File: src/rtl/vga_pkg.sv
// Shared VGA 640x480@60 timing constants and small decode helpers.
package vga_pkg;

    localparam int unsigned CNT_W       = 10;
    localparam int unsigned CLK_DIV_DEF = 4;

    localparam int unsigned H_VIS_DEF   = 640;
    localparam int unsigned H_FP_DEF    = 16;
    localparam int unsigned H_SYNC_DEF  = 96;
    localparam int unsigned H_BP_DEF    = 48;

    localparam int unsigned V_VIS_DEF   = 480;
    localparam int unsigned V_FP_DEF    = 10;
    localparam int unsigned V_SYNC_DEF  = 2;
    localparam int unsigned V_BP_DEF    = 33;

    localparam int unsigned H_TOTAL      = H_VIS_DEF + H_FP_DEF + H_SYNC_DEF + H_BP_DEF;
    localparam int unsigned V_TOTAL      = V_VIS_DEF + V_FP_DEF + V_SYNC_DEF + V_BP_DEF;
    localparam int unsigned H_SYNC_START = H_VIS_DEF + H_FP_DEF;
    localparam int unsigned H_SYNC_END   = H_SYNC_START + H_SYNC_DEF - 1;
    localparam int unsigned V_SYNC_START = V_VIS_DEF + V_FP_DEF;
    localparam int unsigned V_SYNC_END   = V_SYNC_START + V_SYNC_DEF - 1;

    // True when a counter value lies inside the inclusive window [lo, hi].
    function automatic logic in_window(input logic [CNT_W-1:0] v,
                                       input int unsigned lo,
                                       input int unsigned hi);
        return (32'(v) >= lo) && (32'(v) <= hi);
    endfunction

endpackage

File: src/rtl/vga_pix_div.sv
// Pixel-rate divider: one-clk pix_en strobe every CLK_DIV system clocks.
module vga_pix_div
    import vga_pkg::*;
#(
    parameter int unsigned CLK_DIV = CLK_DIV_DEF
) (
    input  logic clk,
    input  logic rst,
    output logic pix_en
);

    localparam int unsigned DIV_W = (CLK_DIV > 1) ? $clog2(CLK_DIV) : 1;

    logic [DIV_W-1:0] div_q, div_d;
    logic             pix_en_q, pix_en_d;

    // Strobe is decoded from the next divider value so it lines up with div==CLK_DIV-1.
    always_comb begin
        div_d = div_q + DIV_W'(1);
        if (div_q >= DIV_W'(CLK_DIV - 1)) begin
            div_d = '0;
        end
        pix_en_d = (div_d == DIV_W'(CLK_DIV - 1));
    end

    always_ff @(posedge clk or posedge rst) begin
        if (rst) begin
            div_q    <= '0;
            pix_en_q <= 1'b0;
        end else begin
            div_q    <= div_d;
            pix_en_q <= pix_en_d;
        end
    end

    assign pix_en = pix_en_q;

endmodule

File: src/rtl/vga_sync_gen.sv
// VGA raster counters with registered sync, blank and frame-event outputs.
module vga_sync_gen
    import vga_pkg::*;
#(
    parameter int unsigned CLK_DIV = CLK_DIV_DEF,
    parameter int unsigned H_VIS   = H_VIS_DEF,
    parameter int unsigned H_FP    = H_FP_DEF,
    parameter int unsigned H_SYNC  = H_SYNC_DEF,
    parameter int unsigned H_BP    = H_BP_DEF,
    parameter int unsigned V_VIS   = V_VIS_DEF,
    parameter int unsigned V_FP    = V_FP_DEF,
    parameter int unsigned V_SYNC  = V_SYNC_DEF,
    parameter int unsigned V_BP    = V_BP_DEF
) (
    input  logic             clk,
    input  logic             rst,
    output logic             pix_en,
    output logic [CNT_W-1:0] x,
    output logic [CNT_W-1:0] y,
    output logic             HS,
    output logic             VS,
    output logic             blank,
    output logic             frame_tick
);

    localparam int unsigned H_TOT = H_VIS + H_FP + H_SYNC + H_BP;
    localparam int unsigned V_TOT = V_VIS + V_FP + V_SYNC + V_BP;
    localparam int unsigned HS_LO = H_VIS + H_FP;
    localparam int unsigned HS_HI = HS_LO + H_SYNC - 1;
    localparam int unsigned VS_LO = V_VIS + V_FP;
    localparam int unsigned VS_HI = VS_LO + V_SYNC - 1;

    logic [CNT_W-1:0] x_q, x_d, y_q, y_d;
    logic             hs_q, hs_d, vs_q, vs_d;
    logic             blank_q, blank_d, frame_tick_q, frame_tick_d;

    vga_pix_div #(.CLK_DIV(CLK_DIV)) u_pix_div (
        .clk    (clk),
        .rst    (rst),
        .pix_en (pix_en)
    );

    // Next raster position; >= compares keep the counters in range even from a bad state.
    always_comb begin
        x_d = x_q;
        y_d = y_q;
        if (pix_en) begin
            if (32'(x_q) >= H_TOT - 1) begin
                x_d = '0;
                if (32'(y_q) >= V_TOT - 1) begin
                    y_d = '0;
                end else begin
                    y_d = y_q + CNT_W'(1);
                end
            end else begin
                x_d = x_q + CNT_W'(1);
            end
        end

        hs_d         = ~in_window(x_d, HS_LO, HS_HI);
        vs_d         = ~in_window(y_d, VS_LO, VS_HI);
        blank_d      = (32'(x_d) >= H_VIS) || (32'(y_d) >= V_VIS);
        frame_tick_d = pix_en && (x_d == '0) && (32'(y_d) == V_VIS);
    end

    always_ff @(posedge clk or posedge rst) begin
        if (rst) begin
            x_q          <= '0;
            y_q          <= '0;
            hs_q         <= 1'b1;
            vs_q         <= 1'b1;
            blank_q      <= 1'b0;
            frame_tick_q <= 1'b0;
        end else begin
            x_q          <= x_d;
            y_q          <= y_d;
            hs_q         <= hs_d;
            vs_q         <= vs_d;
            blank_q      <= blank_d;
            frame_tick_q <= frame_tick_d;
        end
    end

    assign x          = x_q;
    assign y          = y_q;
    assign HS         = hs_q;
    assign VS         = vs_q;
    assign blank      = blank_q;
    assign frame_tick = frame_tick_q;

endmodule

File: config.mk
export PLATFORM = sky130hd
export DESIGN_NAME = vga_sync_gen
export DESIGN_NICKNAME = d
export VERILOG_FILES = /design/src/rtl/vga_pkg.sv /design/src/rtl/vga_pix_div.sv /design/src/rtl/vga_sync_gen.sv
export SDC_FILE = /design/constraint.sdc
export NUM_CORES = 1
export LEC_CHECK = 0
export ABC_CLOCK_PERIOD_IN_PS = 2800
export CORE_MARGIN = 2
export CORE_UTILIZATION = 52
export DETAILED_ROUTE_END_ITERATION = 10
export PLACE_DENSITY_LB_ADDON = 0.1
export SLEW_MARGIN = 20
export SYNTH_ARGS = -nofsm -noshare
export SYNTH_HDL_FRONTEND = slang
export SYNTH_SLANG_ARGS = --single-unit
File: constraint.sdc
create_clock -name clk -period 2.8 [get_ports clk]
set_input_delay 0.42 -clock clk [delete_from_list [all_inputs] [get_ports clk]]
set_output_delay 0.42 -clock clk [all_outputs]
set_load 0.01 [all_outputs]
Word level (Yosys, flattened, before mapping)
Cells that the tools add are included.
Storage, ports and cells
  register bits after elaboration: 27
  output and inout bits: 25
  logic and storage cells: 36
Cells by class
  add/sub/neg operators: 3
  order comparisons: 9
  equal/unequal tests: 2
  multiplexer cells: 6
  bitwise gates (word level): 2
  reductions and logical operators: 6
Operator list (number)
  2-to-1 mux 10 bit: 5
  >= comparator 10 bit, second input constant: 4
  adder 10 x 1 -> 10 bit, second input constant: 2
  >= comparator 10 x 9 -> 1 bit, second input constant: 2
  equality test 10 x 9 -> 1 bit, second input constant: 1
  <= comparator 10 bit, second input constant: 1
  <= comparator 10 x 9 -> 1 bit, second input constant: 1
  zero test 10 bit: 1
  logical AND 1 bit: 4
  adder 2 x 1 -> 2 bit, second input constant: 1
  equality test 2 bit, second input constant: 1
  >= comparator 2 bit, second input constant: 1
  2-to-1 mux 2 bit: 1
  inverter 1 bit: 2
  logical OR 1 bit: 1

Depth between registers and ports, before layout
Gate-level depths: netlist of run 1.
  depth after elaboration: 7
  gate-level depth with buffers: 8

Hierarchy
From an unflattened synthesis of run 1, not the netlist that was laid out.
Unflattened totals
  cell total of the unflattened synthesis: 176
  area total of the unflattened synthesis: 1637.8 um^2
By module, submodules not included
  vga_sync_gen: instances 1, cells each 167, area an instance 1522.7 um^2, sequential area each 603.1 um^2
  vga_pix_div: instances 1, cells each 9, area an instance 115.1 um^2, sequential area each 75.1 um^2

Worst setup path before layout of run 1
Ideal clock, no wire load.
  kind: register to register
  from: register x_q[1] (netlist: x[1])
  to: register vs_q (netlist: VS)
  setup time: 0.092 ns
  arrival time: 1.948 ns
  data required time: 2.708 ns
  setup slack: 0.760 ns
  cell stages (with the launch flop): 8
  buffers on the path: 0
  path through: dfrtp_1 -> ha_1 -> nand4_1 -> a21o_1 -> or4_1 -> a21oi_2 -> and2_1 -> nand4_1
On the way
  word-level cells in the longest chain between the ends: 6
Ends and longest elaborated chain
  start, declared: line vga_sync_gen.sv:33  | logic [CNT_W-1:0] x_q, x_d, y_q, y_d;
  start signal, assigned: line vga_sync_gen.sv:68  | x_q <= '0;
  start signal, assigned: line vga_sync_gen.sv:75  | x_q <= x_d;
  >= comparator 10 bit (*): line vga_sync_gen.sv:48  | if (32'(x_q) >= H_TOT - 1) begin
  2-to-1 mux 10 bit (*): line vga_sync_gen.sv:48
  2-to-1 mux 10 bit (*): line vga_sync_gen.sv:47  | if (pix_en) begin
  net y_d[5]: line vga_sync_gen.sv:33
  >= comparator 10 x 9 -> 1 bit / <= comparator 10 x 9 -> 1 bit (equally long branches): line vga_pkg.sv:28  | return (32'(v) >= lo) && (32'(v) <= hi);
  logical AND 1 bit (*): line vga_pkg.sv:28
  inverter 1 bit (*): line vga_sync_gen.sv:61  | vs_d = ~in_window(y_d, VS_LO, VS_HI);
  net vs_d: line vga_sync_gen.sv:34  | logic hs_q, hs_d, vs_q, vs_d;
  end signal, assigned: line vga_sync_gen.sv:78  | vs_q <= vs_d;
  end, declared: line vga_sync_gen.sv:34
The timed path passes the listed nets; every way through them passes the cells marked *.

Final worst setup path of run 1
Same ends and word-level chain as after synthesis.

==> impl_metrics.env, run 1 <==
export IMPL_status="complete, no violations"
export IMPL_synth_distinct_cells=45
export IMPL_crit_buf_inv=0
export IMPL_die_area_mm2=0.00336
export IMPL_via_count=1295
export IMPL_ant_nets=0
export IMPL_cp_end_kind="flip-flop"
export IMPL_viasPerCell=5.86
export IMPL_timing_slew_headroom_pct=72.0
export IMPL_ys_ff_latch=27
export IMPL_vdd_drop_max_mv=0.305
export IMPL_fin_setup_tns_ps=0
export IMPL_worst_path_max_fanout=6
export IMPL_dieHeight_um=58
export IMPL_layout_nets=198
export IMPL_nFillCells=226
export IMPL_clock_skew_ps=12.3
export IMPL_synth_edf_count=0
export IMPL_ys_top_cells_by_area="dfrtp_1, nor2_1, ha_1"
export IMPL_route_detailed_drc=0
export IMPL_gp_congestion=0.943
export IMPL_hold_viol_final=0
export IMPL_cts_root_buf="clkbuf_4"
export IMPL_cts_path_max_buffers=2
export IMPL_r2r_start="x[1]$_DFF_PP0_"
export IMPL_setup_violations=0
export IMPL_endpoint="VS$_DFF_PP1_"
export IMPL_fmax_mhz=466
export IMPL_cts_buffers=3
export IMPL_netlist_instances=164
export IMPL_n_antenna_cell=0
export IMPL_coreArea_mm2=0.00276
export IMPL_first_iter_violations=74
export IMPL_maxCapViolCount=0
export IMPL_synth_area_mm2=0.00152
export IMPL_cts_tree="yes"
export IMPL_cp_start_kind="flip-flop"
export IMPL_syn_nets=171
export IMPL_rsz0062_at_grt="false"
export IMPL_io_pins=27
export IMPL_grt_max_degree=18
export IMPL_post_route_period_util_pct=76.7
export IMPL_period_needed_ps=2150
export IMPL_die_x_um=58
export IMPL_async_flop_share_pct=100
export IMPL_path_cells="ha_1, nand4_1, a21o_1, or4_1, a21oi_2, and2_1, nand4_1"
export IMPL_drive_gt1_share_pct=8.95
export IMPL_ys_flop_type="dfrtp_1"
export IMPL_syn_avg_cell_area_um2=9.25
export IMPL_drt_total_wl_mm=3.20
export IMPL_worstPathRequired_ps=3060
export IMPL_path_delay_family="simple AND/OR/NAND/NOR gates"
export IMPL_startpoint="x[1]$_DFF_PP0_"
export IMPL_clock_latency_ps=330
export IMPL_r2r_worst_path_cells=7
export IMPL_tightestPinTransition_ps=420
export IMPL_grt_pass1_wl_mm=5.55
export IMPL_cellLeakagePower_nw=0.779
export IMPL_clock_sinks=27
export IMPL_cp_common_cell="nand4_1"
export IMPL_slew_violations=0
export IMPL_yosysTopAreaCellShare_pct=41.3
export IMPL_p_per_area_mw_per_mm2=308
export IMPL_r2r_end="VS$_DFF_PP1_"
export IMPL_grt_pass1_vias=1207
export IMPL_slowest_delay_ps=530
export IMPL_rows=19
export IMPL_design_power_total_mw=0.565
export IMPL_ys_seq_area_share_pct=44.7
export IMPL_firstDrtPassIters=4
export IMPL_areaGrowthSynthToFinish_pct=20.9
export IMPL_slowest_stage="or4_1"
export IMPL_grt_antenna_before_repair=0
export IMPL_ctsResizeCount=0
export IMPL_synth_area_leader_cell="dfrtp_1"
export IMPL_hold_slack_ps=373
export IMPL_cts_hold_fix_buffers=0
export IMPL_place_hpwl_mm=2.44
export IMPL_gr_total_overflow=0
export IMPL_io_buffers=26
export IMPL_ys_warnings_count=0
export IMPL_cp_arrival_ps=2410
export IMPL_place_ws_ps=648
export IMPL_crit_type="reg2reg"
export IMPL_cts_max_level=1
export IMPL_worst_path_stages=7
export IMPL_clkSlewWorstSetupHoldPaths_ps=150
export IMPL_r2r_setup_slack_ps=650
export IMPL_setup_ws_ps=652
export IMPL_cts_setup_buffers=0
export IMPL_grt_total_usage_pct=21.3
export IMPL_wire_per_inst_um=14.5
export IMPL_hold_class="in2async"
export IMPL_initial_core_util_pct=55.0
==> cells in the mapped netlist, drive strengths merged, types with 2 or more instances <==
library cell and n:
buf 5, o21ai 7, inv 7, xor2 6, clkbuf 2, dfstp 2, dfrtp 25, o31ai 4
xnor2 7, nor2b 2, nand3 7, a21o 2, and3 6, a21oi 6, ha 5, nand2 16
and2 3, or4 2, nor3 3, nand4 7, nor2 23, a31oi 2
==> area by class of cell <==
type	count	area, um2	share of cell area [%]
flip-flops and latches	27	678	37.0
inverters	7	26.3	1.43
repair buffers	29	283	15.4
multi-input cells	123	779	42.5
well taps	31	38.8	2.12
clock inverters	1	5.00	0.273
clock buffers	3	22.5	1.23
==> report_power, final <==
group	internal, mW	total (mW)	switching (mW)
logic	0.00220	0.00978	0.00758
registers	0.390	0.390	0
clock network	0.0536	0.165	0.112
==> how the worst min path moves through the flow <==
stage | end | slack (ps) | depth (start not counted)
6_report | x[1]$_DFF_PP0_ | 370 | 2
3_5_place_dp | u_pix_div.div_q[0]$_DFF_PP0_ | 450 | 1
5_1_grt | x[0]$_DFF_PP0_ | 410 | 2
4_1_cts | x[0]$_DFF_PP0_ | 360 | 2
3_3_place_gp | u_pix_div.div_q[0]$_DFF_PP0_ | 440 | 1
2_1_floorplan | u_pix_div.div_q[0]$_DFF_PP0_ | 420 | 1
==> cells in the final DEF, fill, tap and decap left out, types with 2 or more instances in the layout <==
| cell | n |
|---|---|
| ha_1 | 5 |
| nand3_1 | 7 |
| nand4_1 | 7 |
| a21oi_1 | 5 |
| inv_1 | 7 |
| o21ai_0 | 7 |
| clkdlybuf4s50_1 | 26 |
| nor2_1 | 23 |
| dfrtp_1 | 25 |
| clkbuf_4 | 3 |
| nand2_1 | 16 |
| xor2_1 | 6 |
| o31ai_1 | 4 |
| and2_1 | 2 |
| nor3_1 | 2 |
| xnor2_1 | 7 |
| and3_1 | 5 |
| a31oi_1 | 2 |
| buf_4 | 3 |
| dfstp_2 | 2 |
| nor2b_1 | 2 |
==> flip-flops by register name (all words and copies together) (netlist names) <==
register,count
u_pix_div.pix_en,1
frame_tick,1
u_pix_div.div_q,2
VS,1
x,10
HS,1
y,10
blank,1
==> kinds of logic after synthesis <==
group | synth area share [%]
fa+ha+maj | 4.13
flops | 44.7
xor+xnor | 7.51
compound gates | 13.9
simple gates | 25.2
buf+inv | 3.88
mux | 0.660
==> metal layers <==
metal	up-vias	GRT usage, %	part of all wire (%)
met5	-	0	0
met4	0	7.64	1.7
met3	9	2.90	5.5
met2	48	31.5	43
met1	608	32.0	49
li1	630	-	-
==> metrics by stage <==
stage          util [%]  instances  area [um2]
2_1_floorplan         -        164        1520
3_3_place_gp       65.5        217        1810
3_5_place_dp       65.5        217        1810
4_1_cts            66.5        221        1830
5_1_grt            66.5        221        1830
6_report           66.5        221        1830
(Power assumes the default switching activity.)
==> inputs of run 2 (changes only) <==
- ABC_CLOCK_PERIOD_IN_PS: 2800 -> 2200
- clock period: 2.8 -> 2.2 ns (I/O delays scaled with it)
==> impl_metrics.env, run 2 (synthesis results as in run 1) <==
export IMPL_tightestPinTransition_ps=465
export IMPL_worstPathRequired_ps=2490
export IMPL_fmax_mhz=486
export IMPL_rows=19
export IMPL_setup_ws_ps=143
export IMPL_cts_buffers=3
export IMPL_cts_max_level=1
export IMPL_slowest_delay_ps=550
export IMPL_crit_type="reg2reg"
export IMPL_ant_nets=0
export IMPL_place_area_mm2=0.00190
export IMPL_comb_power_share_pct=1.7
export IMPL_coreArea_mm2=0.00276
export IMPL_cp_arrival_ps=2350
export IMPL_grt_antenna_before_repair=0
export IMPL_clock_skew_ps=3.24
export IMPL_p_int_mw=0.569
export IMPL_cts_setup_buffers=0
export IMPL_drive_gt1_share_pct=15.8
export IMPL_wire_per_inst_um=14.7
export IMPL_gr_total_overflow=0
export IMPL_cts_tree="yes"
export IMPL_clkPwrFrac_pct=30.8
export IMPL_via_count=1363
export IMPL_setup_violations=0
export IMPL_first_iter_violations=64
export IMPL_clock_latency_ps=340
export IMPL_grt_pass1_wl_mm=5.85
export IMPL_place_hpwl_mm=2.61
export IMPL_place_ws_ps=137
export IMPL_firstDrtPassIters=4
export IMPL_worst_path_max_fanout=7
export IMPL_path_delay_family="simple AND/OR/NAND/NOR gates"
export IMPL_final_cell_mix="clkdlybuf4s50_1, dfrtp_1, nor2_1"
export IMPL_clkSlewWorstSetupHoldPaths_ps=150
export IMPL_layout_nets=211
export IMPL_status="complete, no violations"
export IMPL_maxCapViolCount=0
export IMPL_hold_viol_final=0
export IMPL_p_per_area_mw_per_mm2=379
export IMPL_p_seq_share_pct=67.5
export IMPL_dp_cells=230
export IMPL_grt_total_usage_pct=22.6
export IMPL_grt_pass1_vias=1265
export IMPL_instances_no_fill=234
export IMPL_final_util_pct=70.4
export IMPL_slowest_stage="or4_4"
export IMPL_post_route_period_util_pct=93.5
export IMPL_route_detailed_drc=0
export IMPL_cp_end_kind="flip-flop"
export IMPL_design_power_total_mw=0.736
export IMPL_viasPerCell=5.82
export IMPL_cp_start_kind="flip-flop"
export IMPL_final_cell_area_mm2=0.00194
export IMPL_cts_root_buf="clkbuf_4"
export IMPL_io_pins=27
export IMPL_r2r_start="y[8]$_DFF_PP0_"
export IMPL_crit_buf_inv=0
export IMPL_timing_slew_headroom_pct=68.7
export IMPL_cts_path_max_buffers=2
export IMPL_rsz0062_at_grt="false"
export IMPL_vdd_drop_max_mv=0.373
export IMPL_slew_violations=0
export IMPL_final_common_cell="clkdlybuf4s50_1"
export IMPL_sw_frac_of_total_pct=22.6
export IMPL_clock_sinks=27
export IMPL_io_buffers=26
export IMPL_startpoint="y[8]$_DFF_PP0_"
export IMPL_r2r_setup_slack_ps=140
export IMPL_drt_total_wl_mm=3.44
export IMPL_areaGrowthSynthToFinish_pct=28.0
export IMPL_period_needed_ps=2060
export IMPL_initial_core_util_pct=55.0
export IMPL_dieHeight_um=58
export IMPL_hold_slack_ps=325
export IMPL_switchingPower_mw=0.166
export IMPL_die_area_mm2=0.00336
export IMPL_r2r_end="blank$_DFF_PP0_"
export IMPL_path_cells="or4_4, o31a_1, and2_4, a21oi_2, and2_1, a211o_1"
export IMPL_hold_class="in2async"
export IMPL_fin_setup_tns_ps=0
export IMPL_cellLeakagePower_nw=0.840
export IMPL_n_antenna_cell=0
export IMPL_die_x_um=58
export IMPL_r2r_worst_path_cells=6
export IMPL_gp_congestion=0.931
export IMPL_grt_max_degree=28
## run 2: worst max-delay path by stage
stage	end	slack [ps]	depth (start not counted)
6_report	blank$_DFF_PP0_	140	6
4_1_cts	blank$_DFF_PP0_	130	8
3_3_place_gp	blank$_DFF_PP0_	200	7
5_1_grt	frame_tick$_DFF_PP0_	10	7
2_1_floorplan	VS$_DFF_PP1_	160	7
3_5_place_dp	blank$_DFF_PP0_	140	8
## run 2: cell type report
type | count | area, um2
Multi-Input combinational cell | 123 | 787
Clock buffer | 3 | 22.5
Timing Repair Buffer | 42 | 380
Sequential cell | 27 | 678
Clock inverter | 1 | 7.51
Fill cell | 225 | 817
Inverter | 7 | 26.3
Tap cell | 31 | 38.8
## run 2: power groups by stage
stage	clock (mW)	sequential (mW)	combinational, mW
2_1_floorplan	0	0.506	0.00733
3_3_place_gp	0	0.506	0.0130
3_5_place_dp	0	0.506	0.0130
4_1_cts	0.232	0.497	0.0131
5_1_grt	0.246	0.497	0.0147
6_report	0.227	0.497	0.0121
## run 2: timing repair
action | 4_1_cts | 5_1_grt
resized for setup | 0 | 2
setup endpoints to repair | 0 | 2
hold buffers | 0 | 0
## run 2: routing by layer
| metal | track usage [%] | wire length [um] | vias to the layer above | share of wire [%] |
|---|---|---|---|---|
| li1 | - | - | 660 | - |
| met2 | 33.3 | 1580 | 48 | 46 |
| met5 | 0 | 0 | - | 0 |
| met1 | 34.5 | 1640 | 651 | 48 |
| met4 | 6.31 | 41 | 0 | 1.2 |
| met3 | 3.57 | 169 | 4 | 4.9 |
## run 2: worst register-to-register path, stage by stage (launching register included)
cell,delay (ps)
dfrtp_1,460
or4_4,550
o31a_1,380
and2_4,210
a21oi_2,130
and2_1,170
a211o_1,110
==> inputs of run 3 (changes only) <==
- CORE_MARGIN: 2 -> default
==> impl_metrics.env, run 3 (synthesis results as in run 1) <==
export IMPL_final_cell_area_mm2=0.00196
export IMPL_first_iter_violations=51
export IMPL_setup_violations=0
export IMPL_ant_nets=0
export IMPL_slew_violations=0
export IMPL_areaGrowthSynthToFinish_pct=29.5
export IMPL_switchingPower_mw=0.158
export IMPL_clock_sinks=27
export IMPL_grt_pass1_vias=1328
export IMPL_firstDrtPassIters=4
export IMPL_place_hpwl_mm=2.70
export IMPL_worst_path_max_fanout=10
export IMPL_grt_total_usage_pct=23.9
export IMPL_rsz0062_at_grt="false"
export IMPL_post_route_period_util_pct=95.8
export IMPL_p_int_mw=0.569
export IMPL_crit_type="reg2reg"
export IMPL_cellLeakagePower_nw=0.846
export IMPL_startpoint="x[7]$_DFF_PP0_"
export IMPL_fin_setup_tns_ps=0
export IMPL_tightestPinTransition_ps=454
export IMPL_layout_nets=212
export IMPL_cts_buffers=3
export IMPL_worstPathRequired_ps=2450
export IMPL_io_pins=27
export IMPL_hold_class="in2async"
export IMPL_clock_skew_ps=2.42
export IMPL_cts_hold_fix_buffers=0
export IMPL_cp_arrival_ps=2360
export IMPL_endpoint="frame_tick$_DFF_PP0_"
export IMPL_place_area_mm2=0.00191
export IMPL_drive_gt1_share_pct=16.7
export IMPL_clkSlewWorstSetupHoldPaths_ps=150
export IMPL_grt_pass1_wl_mm=5.94
export IMPL_initial_core_util_pct=55.0
export IMPL_cts_path_max_buffers=2
export IMPL_drt_total_wl_mm=3.48
export IMPL_ctsResizeCount=0
export IMPL_viasPerCell=5.76
export IMPL_final_cell_mix="clkdlybuf4s50_1, dfrtp_1, nor2_1"
export IMPL_rows=19
export IMPL_comb_power_share_pct=1.7
export IMPL_maxCapViolCount=0
export IMPL_cp_end_kind="flip-flop"
export IMPL_vdd_drop_max_mv=0.441
export IMPL_n_antenna_cell=0
export IMPL_cts_root_buf="clkbuf_4"
export IMPL_r2r_setup_slack_ps=90
export IMPL_p_per_area_mw_per_mm2=370
export IMPL_die_area_mm2=0.00314
export IMPL_nFillCells=228
export IMPL_io_buffers=26
export IMPL_route_detailed_drc=0
export IMPL_hold_slack_ps=355
export IMPL_path_cells="nor3_1, a21oi_1, buf_4, a31oi_1, a21o_2, o2111ai_1, nor3_2"
export IMPL_clkPwrFrac_pct=30.0
export IMPL_sw_frac_of_total_pct=21.7
export IMPL_p_seq_share_pct=68.3
export IMPL_gr_total_overflow=0
export IMPL_dieHeight_um=56
export IMPL_hold_viol_final=0
export IMPL_clock_latency_ps=320
export IMPL_design_power_total_mw=0.727
export IMPL_slowest_stage="dfrtp_1"
export IMPL_gp_congestion=0.877
export IMPL_die_x_um=56
export IMPL_cts_setup_buffers=0
export IMPL_fmax_mhz=475
export IMPL_cp_start_kind="flip-flop"
export IMPL_coreArea_mm2=0.00276
export IMPL_cts_tree="yes"
export IMPL_r2r_end="frame_tick$_DFF_PP0_"
export IMPL_grt_antenna_before_repair=0
export IMPL_grt_max_degree=28
export IMPL_via_count=1353
export IMPL_r2r_start="x[7]$_DFF_PP0_"
export IMPL_r2r_worst_path_cells=7
export IMPL_final_common_cell="clkdlybuf4s50_1"
export IMPL_wire_per_inst_um=14.8
export IMPL_cts_max_level=1
export IMPL_slowest_delay_ps=460
export IMPL_period_needed_ps=2110
export IMPL_timing_slew_headroom_pct=69.5
export IMPL_status="complete, no violations"
==> run 3: cell types whose count changed in the layout (fill, tap and decap cells not counted), sizes merged <==
| cell | before | now |
|---|---|---|
| buf | 16 | 17 |
==> run 3: worst max-delay path, delay by kind of cell, from the launching register on <==
kind	cells	cell delay, ps
DFF	1	460
and+or+nand+nor	2	620
AOI/OAI and AO/OA	4	740
buffers and inverters	1	210
==> run 3: worst min path at each step <==
stage	slack, ps	end	cells past startpoint	from
after floorplan	380	blank$_DFF_PP0_	1	rst
after detailed placement	450	u_pix_div.div_q[0]$_DFF_PP0_	1	u_pix_div.div_q[0]$_DFF_PP0_
after global routing	400	x[2]$_DFF_PP0_	3	rst
final	350	y[6]$_DFF_PP0_	3	rst
after CTS	370	u_pix_div.div_q[0]$_DFF_PP0_	3	rst
after global placement	440	u_pix_div.div_q[0]$_DFF_PP0_	1	u_pix_div.div_q[0]$_DFF_PP0_
==> run 3: power groups by stage <==
stage	clock network (mW)	logic (mW)	registers (mW)
after floorplan	0	0.00733	0.506
after global placement	0	0.0130	0.506
after detailed placement	0	0.0132	0.506
after CTS	0.227	0.0133	0.497
after global routing	0.246	0.0151	0.497
final	0.218	0.0122	0.497
==> run 3: cell type report <==
class	count	area (um2)	share of cell area [%]
Sequential cell	27	678	34.5
Clock buffer	3	22.5	1.15
Multi-Input combinational cell	123	802	40.9
Timing Repair Buffer	43	388	19.8
Inverter	7	26.3	1.34
Tap cell	31	38.8	1.98
Clock inverter	1	7.51	0.382
==> run 3: stage by stage <==
stage	setup WS, ps	std cells	utilization, %
finish	93.5	235	71.2
global route	11.2	235	71.2
CTS	101	235	70.4
detailed placement	122	231	69.3
global placement	193	231	69.3
floorplan	160	164	-
==> run 3: routing by layer <==
layer  up-vias  track usage, %  share of wire (%)
li1        661               -                  -
met1       640            33.2                 44
met2        47            38.9                 48
met3         5            3.72                6.2
met4         0            6.97                1.4
met5         -               0                  0
